## src/rtl/conv_pkg.sv

```systemverilog
// Shared types and constants for the convolution line-buffer controller.
package conv_pkg;

  localparam int CONV_K = 3;

  typedef enum logic [2:0] {
    IDLE = 3'd0,
    ROW  = 3'd1,
    PADC = 3'd2,
    PADR = 3'd3,
    DONE = 3'd4
  } conv_lb_ctrl_st_t;

  typedef struct packed {
    logic top;
    logic bottom;
    logic left;
    logic right;
  } conv_bdr_t;

  // Line-buffer write index rotates through the CONV_K buffers.
  function automatic logic [1:0] wsel_next(input logic [1:0] wsel);
    if (wsel == 2'(CONV_K - 1)) begin
      return 2'd0;
    end else begin
      return wsel + 2'd1;
    end
  endfunction

endpackage

```

## src/rtl/conv_lb_ctrl_geom.sv

```systemverilog
// Frame width latch plus optional geometry error checks (built when CONV_LB_CTRL_ERR_EN is defined).
module conv_lb_ctrl_geom #(
  parameter int W_MAX = 1024,
  parameter int CW    = 11
`ifdef CONV_LB_CTRL_ERR_EN
  ,
  parameter int H_MAX = 1024,
  parameter int RW    = 11
`endif
) (
  input  logic          clk,
  input  logic          rst,
  input  logic          acc_i,
  input  logic          eol_i,
  input  logic          clr_i,
  input  logic [CW-1:0] col_i,
`ifdef CONV_LB_CTRL_ERR_EN
  input  logic          eof_i,
  input  logic [RW-1:0] row_i,
  input  logic          padc_adv_i,
  input  logic          eof_seen_i,
`endif
  output logic [CW-1:0] w_o,
  output logic          err_o
);

  logic [CW-1:0] w_q, w_d;
  logic          w_vld_q, w_vld_d;
`ifdef CONV_LB_CTRL_ERR_EN
  logic          err_q, err_d;
  logic          chk_s;
`endif

  // Width is taken from the first end-of-line of a frame and held until the frame ends.
  always_comb begin
    w_d     = w_q;
    w_vld_d = w_vld_q;
    if (clr_i) begin
      w_d     = CW'(0);
      w_vld_d = 1'b0;
    end else if (acc_i && eol_i && !w_vld_q) begin
      w_d     = col_i + CW'(1);
      w_vld_d = 1'b1;
    end else begin
      w_d     = w_q;
      w_vld_d = w_vld_q;
    end
`ifdef CONV_LB_CTRL_ERR_EN
    chk_s = (acc_i & eol_i & w_vld_q & (col_i != (w_q - CW'(1))))
          | (acc_i & ~eol_i & (col_i == CW'(W_MAX - 1)))
          | (padc_adv_i & ~eof_seen_i & (row_i == RW'(H_MAX - 1)))
          | (acc_i & eof_i & ~eol_i);
    err_d = err_q | chk_s;
`endif
  end

  // Width latch and sticky error flag.
  always_ff @(posedge clk) begin
    if (rst) begin
      w_q     <= CW'(0);
      w_vld_q <= 1'b0;
`ifdef CONV_LB_CTRL_ERR_EN
      err_q   <= 1'b0;
`endif
    end else begin
      w_q     <= w_d;
      w_vld_q <= w_vld_d;
`ifdef CONV_LB_CTRL_ERR_EN
      err_q   <= err_d;
`endif
    end
  end

  assign w_o = w_q;
`ifdef CONV_LB_CTRL_ERR_EN
  assign err_o = err_q;
`else
  assign err_o = 1'b0;
`endif

endmodule

```

## src/rtl/conv_lb_ctrl.sv

```systemverilog
// Line-buffer sequencing controller: raster tracking, zero-pad insertion, window and border flags.
// Geometry error checking is built only when CONV_LB_CTRL_ERR_EN is defined.
module conv_lb_ctrl
  import conv_pkg::*;
#(
  parameter int W_MAX = 1024,
  parameter int H_MAX = 1024,
  localparam int CW = $clog2(W_MAX + 1),
  localparam int RW = $clog2(H_MAX + 1)
) (
  input  logic          clk,
  input  logic          rst,
  input  logic          pixel_vld_i,
  input  logic          pixel_eol_i,
  input  logic          pixel_eof_i,
  input  logic          stall_i,
  output logic          stall_o,
  output logic          lb_vld_o,
  output logic          lb_pad_o,
  output logic [1:0]    lb_wsel_o,
  output logic          win_vld_o,
  output logic [RW-1:0] win_row_o,
  output logic [CW-1:0] win_col_o,
  output logic [3:0]    bdr_o,
  output logic          frame_done_o,
  output logic          err_o
);

  conv_lb_ctrl_st_t st_q, st_d;
  logic [RW-1:0] row_q, row_d;
  logic [CW-1:0] col_q, col_d;
  logic [1:0]    wsel_q, wsel_d;
  logic          eof_seen_q, eof_seen_d;

  logic          lb_vld_q, lb_vld_d;
  logic          lb_pad_q, lb_pad_d;
  logic [1:0]    lb_wsel_q, lb_wsel_d;
  logic          win_vld_q, win_vld_d;
  logic [RW-1:0] win_row_q, win_row_d;
  logic [CW-1:0] win_col_q, win_col_d;
  conv_bdr_t     bdr_q, bdr_d;
  logic          frame_done_q, frame_done_d;

  logic          pad_st_s, acc_s, adv_s, win_s;
  logic [CW-1:0] w_s;
  logic          err_s;

  assign pad_st_s = (st_q == PADC) || (st_q == PADR);
  assign stall_o  = stall_i | pad_st_s | (st_q == DONE);
  assign acc_s    = pixel_vld_i & ~stall_o;
  assign adv_s    = acc_s | (pad_st_s & ~stall_i);
  // A window is complete once the advance is at least one row and one column in.
  assign win_s    = adv_s & (row_q != RW'(0)) & (col_q != CW'(0));

`ifdef CONV_LB_CTRL_ERR_EN
  logic padc_adv_s;
  assign padc_adv_s = adv_s & (st_q == PADC);
`endif

  conv_lb_ctrl_geom #(
    .W_MAX (W_MAX),
    .CW    (CW)
`ifdef CONV_LB_CTRL_ERR_EN
    ,
    .H_MAX (H_MAX),
    .RW    (RW)
`endif
  ) u_geom (
    .clk        (clk),
    .rst        (rst),
    .acc_i      (acc_s),
    .eol_i      (pixel_eol_i),
    .clr_i      (st_q == DONE),
    .col_i      (col_q),
`ifdef CONV_LB_CTRL_ERR_EN
    .eof_i      (pixel_eof_i),
    .row_i      (row_q),
    .padc_adv_i (padc_adv_s),
    .eof_seen_i (eof_seen_q),
`endif
    .w_o        (w_s),
    .err_o      (err_s)
  );

  // Sequencing and registered-output next values; position only moves on an advance.
  always_comb begin
    st_d       = st_q;
    row_d      = row_q;
    col_d      = col_q;
    wsel_d     = wsel_q;
    eof_seen_d = eof_seen_q;
    case (st_q)
      IDLE, ROW: begin
        if (acc_s) begin
          col_d      = col_q + CW'(1);
          eof_seen_d = eof_seen_q | pixel_eof_i;
          st_d       = pixel_eol_i ? PADC : ROW;
        end else begin
          st_d = st_q;
        end
      end
      PADC: begin
        if (adv_s) begin
          col_d  = CW'(0);
          row_d  = row_q + RW'(1);
          wsel_d = wsel_next(wsel_q);
          st_d   = eof_seen_q ? PADR : ROW;
        end else begin
          st_d = st_q;
        end
      end
      PADR: begin
        if (adv_s && (col_q == w_s)) begin
          st_d = DONE;
        end else if (adv_s) begin
          col_d = col_q + CW'(1);
        end else begin
          st_d = st_q;
        end
      end
      DONE: begin
        row_d      = RW'(0);
        col_d      = CW'(0);
        wsel_d     = 2'd0;
        eof_seen_d = 1'b0;
        st_d       = IDLE;
      end
      default: begin
        st_d = IDLE;
      end
    endcase

    lb_vld_d     = adv_s;
    lb_pad_d     = adv_s & pad_st_s;
    lb_wsel_d    = wsel_q;
    win_vld_d    = win_s;
    frame_done_d = (st_q == DONE);
    if (win_s) begin
      win_row_d    = row_q - RW'(1);
      win_col_d    = col_q - CW'(1);
      bdr_d.top    = (row_q == RW'(1));
      bdr_d.bottom = (st_q == PADR);
      bdr_d.left   = (col_q == CW'(1));
      bdr_d.right  = (st_q == PADC) || ((st_q == PADR) && (col_q == w_s));
    end else begin
      win_row_d = RW'(0);
      win_col_d = CW'(0);
      bdr_d     = 4'b0000;
    end
  end

  // State, position and output registers.
  always_ff @(posedge clk) begin
    if (rst) begin
      st_q         <= IDLE;
      row_q        <= RW'(0);
      col_q        <= CW'(0);
      wsel_q       <= 2'd0;
      eof_seen_q   <= 1'b0;
      lb_vld_q     <= 1'b0;
      lb_pad_q     <= 1'b0;
      lb_wsel_q    <= 2'd0;
      win_vld_q    <= 1'b0;
      win_row_q    <= RW'(0);
      win_col_q    <= CW'(0);
      bdr_q        <= 4'b0000;
      frame_done_q <= 1'b0;
    end else begin
      st_q         <= st_d;
      row_q        <= row_d;
      col_q        <= col_d;
      wsel_q       <= wsel_d;
      eof_seen_q   <= eof_seen_d;
      lb_vld_q     <= lb_vld_d;
      lb_pad_q     <= lb_pad_d;
      lb_wsel_q    <= lb_wsel_d;
      win_vld_q    <= win_vld_d;
      win_row_q    <= win_row_d;
      win_col_q    <= win_col_d;
      bdr_q        <= bdr_d;
      frame_done_q <= frame_done_d;
    end
  end

  assign lb_vld_o     = lb_vld_q;
  assign lb_pad_o     = lb_pad_q;
  assign lb_wsel_o    = lb_wsel_q;
  assign win_vld_o    = win_vld_q;
  assign win_row_o    = win_row_q;
  assign win_col_o    = win_col_q;
  assign bdr_o        = bdr_q;
  assign frame_done_o = frame_done_q;
  assign err_o        = err_s;

endmodule

```

## config.mk

```make
export PLATFORM = sky130hd
export DESIGN_NAME = conv_lb_ctrl
export DESIGN_NICKNAME = d
export VERILOG_FILES = /design/src/rtl/conv_pkg.sv /design/src/rtl/conv_lb_ctrl_geom.sv /design/src/rtl/conv_lb_ctrl.sv
export SDC_FILE = /design/constraint.sdc
export NUM_CORES = 1
export LEC_CHECK = 0
export CAP_MARGIN = 5
export CORE_MARGIN = 1
export CORE_UTILIZATION = 29
export CTS_CLUSTER_SIZE = 14
export DETAILED_ROUTE_END_ITERATION = 8
export MAX_ROUTING_LAYER = met4
export PLACE_DENSITY = 0.59
export SYNTH_ARGS = -nofsm -noshare
export SYNTH_HDL_FRONTEND = slang
export SYNTH_SLANG_ARGS = --single-unit
```

## constraint.sdc

```tcl
create_clock -name clk -period 4.5 [get_ports clk]
set_clock_uncertainty 0.1 [all_clocks]
set_input_delay 0.9 -clock clk [delete_from_list [all_inputs] [get_ports clk]]
set_output_delay 0.9 -clock clk [all_outputs]
set_load 0.01 [all_outputs]
```

# Yosys cells after proc, flatten, opt, wreduce, memory -nomap -nowiden
# Cells that the tools add are included.
# Widths: inputs -> output; s select.
dict set report totals {
  rom_bits 0
  latchBits 0
  n_memories 0
  regBits 72
  wordCells 86
  out_inout_bits 34
  ramBits 0
}
dict set report op_classes {
  n_mux 18
  bitwise 12
  n_div 0
  shift 0
  mul 0
  n_lt_le_gt_ge 0
  addsub 5
  n_eq_ne 13
  reduce_logical 20
}
# op count
set op_table {}
lappend op_table {{$mux 11} 5}
lappend op_table {{$pmux 11 s4} 1}
lappend op_table {{$add 11x1->11 const B} 2}
lappend op_table {{$eq 11x1->1 const B} 2}
lappend op_table {{$pmux 11 s2} 1}
lappend op_table {{$reduce_bool 11->1} 2}
lappend op_table {{$sub 11x1->11 const B} 2}
lappend op_table {{$eq 11x11->1} 1}
lappend op_table {{$mux 3} 3}
lappend op_table {{$pmux 3 s3} 1}
lappend op_table {{$mux 2} 4}
lappend op_table {{$ne 2x2->1 const B} 4}
lappend op_table {{$eq 3x2->1 const B} 2}
lappend op_table {{$reduce_or 2->1} 3}
lappend op_table {{$and 1x1->1} 5}
lappend op_table {{$reduce_and 5->1} 1}
lappend op_table {{$logic_and 1x1->1} 4}
lappend op_table {{$or 1x1->1} 4}
lappend op_table {{$pmux 2 s2} 1}
lappend op_table {{$reduce_and 2->1} 2}
lappend op_table {{$reduce_bool 2->1} 2}
lappend op_table {{$reduce_bool 4->1} 1}
lappend op_table {{$eq 3x1->1 const B} 1}
lappend op_table {{$eq 3x3->1 const B} 1}
lappend op_table {{10 further kinds} 13}

# Depth between registers and ports, before layout
dict set report logic_depth {
  ltp_word 11
  depth_mapped 8
  depth_no_buf 7
}

# Cells and area by module
# A second synthesis with hierarchy kept.
dict set report hier_totals {
  cells_unflattened 401
  hier_area_um2 3508.4
}
# mod cells_each area_each_um2 seq_area_each_um2 instances
set modules_own_cells {}
lappend modules_own_cells {conv_lb_ctrl 331 2899.0 1201.2 1}
lappend modules_own_cells {conv_lb_ctrl_geom 70 609.3 240.2 1}

# Worst setup path after synthesis
# Ideal clock, no wire load.
dict set report synth_path {
  path_type {input to output}
  from {input stall_i}
  to {output stall_o}
  slack_ns 2.042
  required_time_ns 3.500
  t_arrival_ns 1.458
  stages 2
  cell_sequence {buf_4 > or3_1}
}
dict set report synth_between {
  elab_chain_len 2
}
# element line
set synth_lines {}
lappend synth_lines {{start: declaration} conv_lb_ctrl.sv:16} ;# input logic stall_i,
lappend synth_lines {{$or 1x1->1 (2 in series)} conv_lb_ctrl.sv:49} ;# assign stall_o = stall_i | pad_st_s | (st_q == DONE);
lappend synth_lines {{end: declaration} conv_lb_ctrl.sv:17} ;# output logic stall_o,
# Every way passes these cells.

# Final worst setup path
# Same ends and word-level chain as after synthesis.

==> summary.txt <==
Outcome
  • Outcome: finished, violations left
  • Violated checks: DRC

Floorplanning
  • Die Wd: 111 um
  • Core area: 11,500 um^2
  • Die footprint: 12,400 um^2
  • I/O pin total: 40
  • Die height: 111 um
  • Std-Cell Rows: 39
  • Starting density of the core: 30.0%

Synth
  • Post-Synth XOR/XNOR Area: 10.4%
  • Seq cells post-synth: 72
  • Distinct cells, synth: 54
  • Largest family of logic cells by synthesized area: simple AND/OR/NAND/NOR gates
  • Leading area contributor after synthesis: dfxtp_1
  • Synth warn: 0
  • Adder-Cell Fraction of Synth Area: 2.89%
  • Mapped cell area: 3460 um^2
  • Compound-Gate Fraction of Synth Area: 11.9%
  • Ys flop type: dfxtp_1
  • Syn nets: 397
  • Post-Syn Instances: 383
  • Synth Area in Simple Gates: 24.6%
  • Mux cell area share after synthesis: 1.19%
  • Register area share after synthesis: 41.7%
  • Share of the synthesized area in the top cell type: 41.7%
  • Number of flops mapped to enable cells by yosys: 0
  • Top post-synthesis cells by area: dfxtp_1, nor2_1, xor2_1, xnor2_1, a21oi_1
  • Avg Cell Area, Syn: 9.03 um^2
  • FFs w/ async S/R, synth: 0%

Place
  • GPL Wtd Cong: 0.841
  • Hpwl dp: 4920 um
  • Count of input and output buffers: 38

STA
  • Unrepaired setup endpoints after global routing: false
  • Slew @ Worst Pin: 0.558 ns
  • WHS: 0.382 ns
  • Fmax: 287 MHz
  • Setup TNS: 0 ns
  • Fin. Hold Viols: 0
  • Tcrit/Tclk final: 77.4%
  • Tmin final: 3.48 ns
  • Final setup viols: 0
  • Slew Viols, Final: 0
  • Slew margin rel.: 62.8%

Final layout
  • Area grow syn2layout: 20.3%
  • Final core occ: 36.1%
  • Ant diodes: 0
  • Final #Nets: 421
  • Fill count: 1,193
  • Register area: 1440 um^2
  • Layout cells sized above 1: 11.4%
  • Most common cell after layout, fill and taps aside: dfxtp_1
  • Most frequent cells in the layout: dfxtp_1, nor2_1, clkdlybuf4s50_1, xor2_1, nand2_1
  • Area of the multi-input gates: 1770 um^2

Critical path
  • Critical Path AT: 2.48 ns
  • R2r startpoint: col_q[0]
  • Critical path launch point type: input port
  • R2R cell count: 7
  • Flop2flop setup slack: 2.00 ns
  • CP required: 3.50 ns
  • Crit. End Element: output pin
  • Worst Path Max Fanout: 11
  • Reg2reg end: col_q[8]
  • Crit path kind: in2out

Route
  • Remaining DRCs: 18
  • TritonRoute pass-1 iters: 6
  • Final wirelength: 7110 um
  • Met3 wire len: 289 um
  • Routed Antenna Nets: 0
  • DRT iter0 DRCs: 142
  • DR WL met2: 2970 um
  • Total number of vias: 2,651
  • Vias per inst: 4.78
  • Detailed-routing wirelength on met1: 3740 um
  • Wire per inst: 12.8 um
  • DR top layer: met4

CTS
  • Setup Buffers After CTS: 0
  • CTS tree: done
  • Worst-Skew Late Latency: 0.33 ns
  • CTS sink cnt: 72
  • CTS max path bufs: 2
  • Hold_buf cts: 0
  • CTS buffer count: 9
  • Post-CTS sizing: 0
  • Clock-pin transition on the worst setup and hold timing paths: 0.05 ns
  • Clock root buffer: clkbuf_16
  • H-tree depth: 3

Global route
  • Largest net degree at the start of global routing: 26
  • First-pass GRT wire length: 12,400 um
  • Vias in the first global route: 2,557
  • Grt ovf: 0
  • GRT Util Overall: 12.9%
  • Initial antenna violation count: 0

Pwr
  • LEAKAGE: 1.61 nW
  • Clk network pwr share: 49.4%
  • Comb power frac: 7.4%
  • Seq pwr share: 43.2%
  • VDD IR-drop max: 0.000154 V
  • P_sw: 0.338 mW
  • Pint: 1.20 mW
  • Sw Share: 22.0%
  • PD cells: 369 nW/um^2

Min path
  • Hold Crit Endpoint: lb_wsel_o[1]
  • WHS Path Cells: 1
  • Hold crit path type: reg2reg
  • Worst Hold Launch: lb_wsel_d[1]

Run
  • Max-cap violation count: 0
==> sequential cells by signal, summed over array words and instances (netlist names) <==
register / count
eof_seen_q: 1
lb_wsel_o: 2
win_row_o: 11
lb_wsel_d: 2
win_col_o: 11
lb_pad_o: 1
st_q: 3
row_q: 11
lb_vld_o: 1
col_q: 11
u_geom.w_vld_q: 1
u_geom.w_o: 11
frame_done_o: 1
win_vld_o: 1
bdr_o: 4
==> stage by stage <==
step / cell area, um^2 / power (mW) / std cells / setup slack (ns)
CTS: 4160 / 1.55 / 555 / 1.03
detailed placement: 3840 / 0.791 / 539 / 1.04
finish: 4160 / 1.53 / 555 / 1.02
floorplan: 3460 / 0.766 / 383 / 2.04
global placement: 3840 / 0.788 / 539 / 1.07
global route: 4160 / 1.60 / 555 / 0.969
==> Yosys cell counts (6+ instances only) <==
| cell | instances |
|---|---|
| a211oi_1 | 10 |
| a21oi_1 | 21 |
| clkbuf_1 | 9 |
| dfxtp_1 | 72 |
| ha_1 | 8 |
| inv_1 | 14 |
| nand2_1 | 23 |
| nand3_1 | 8 |
| nor2_1 | 63 |
| nor3_1 | 11 |
| nor4_1 | 6 |
| o21ai_0 | 6 |
| or3_1 | 9 |
| xnor2_1 | 17 |
| xor2_1 | 24 |
==> per-layer routing <==
metal / global-route usage [%] / up-vias
li1: - / 1338
met1: 17.4 / 1246
met2: 18.4 / 59
met3: 3.12 / 8
met4: 5.59 / 0
met5: - / -
==> worst max path at each step <==
stage            start      end  slack [ns]  cells past startpoint
2_1_floorplan  stall_i  stall_o        2.04                      2
3_3_place_gp   stall_i  stall_o        1.07                      3
3_5_place_dp   stall_i  stall_o        1.04                      3
4_1_cts        stall_i  stall_o        1.03                      3
5_1_grt        stall_i  stall_o        0.97                      3
6_report       stall_i  stall_o        1.02                      3
==> cells by family after synthesis <==
kind of cell | after synthesis
other | 1
XOR/XNOR | 41
adder cells (fa/ha/maj) | 8
multiplexers | 4
flip-flops | 72
buffers and inverters | 41
AO/OA/AOI/OAI | 55
AND/OR/NAND/NOR | 161
==> critical path, stage by stage <==
cell	delay (ns)
clkdlybuf4s50_1	0.62
or3_1	0.46
clkdlybuf4s50_1	0.50
==> power by group through the flow <==
| stage | logic (mW) | registers, mW | clock network, mW |
|---|---|---|---|
| 4_1_cts | 0.115 | 0.663 | 0.777 |
| 3_5_place_dp | 0.114 | 0.677 | 0 |
| 2_1_floorplan | 0.0976 | 0.668 | 0 |
| 5_1_grt | 0.128 | 0.665 | 0.804 |
| 6_report | 0.113 | 0.664 | 0.758 |
| 3_3_place_gp | 0.112 | 0.676 | 0 |
==> final cells by class <==
class / instances / area share, %
timing repair buffer: 40 / 9.50
sequential: 72 / 34.6
clock inverter: 5 / 1.92
multi-input combinational: 270 / 42.5
tap: 143 / 4.30
inverter: 14 / 1.26
clock buffer: 11 / 5.83
Note: power is estimated with default switching activity, not from simulation.
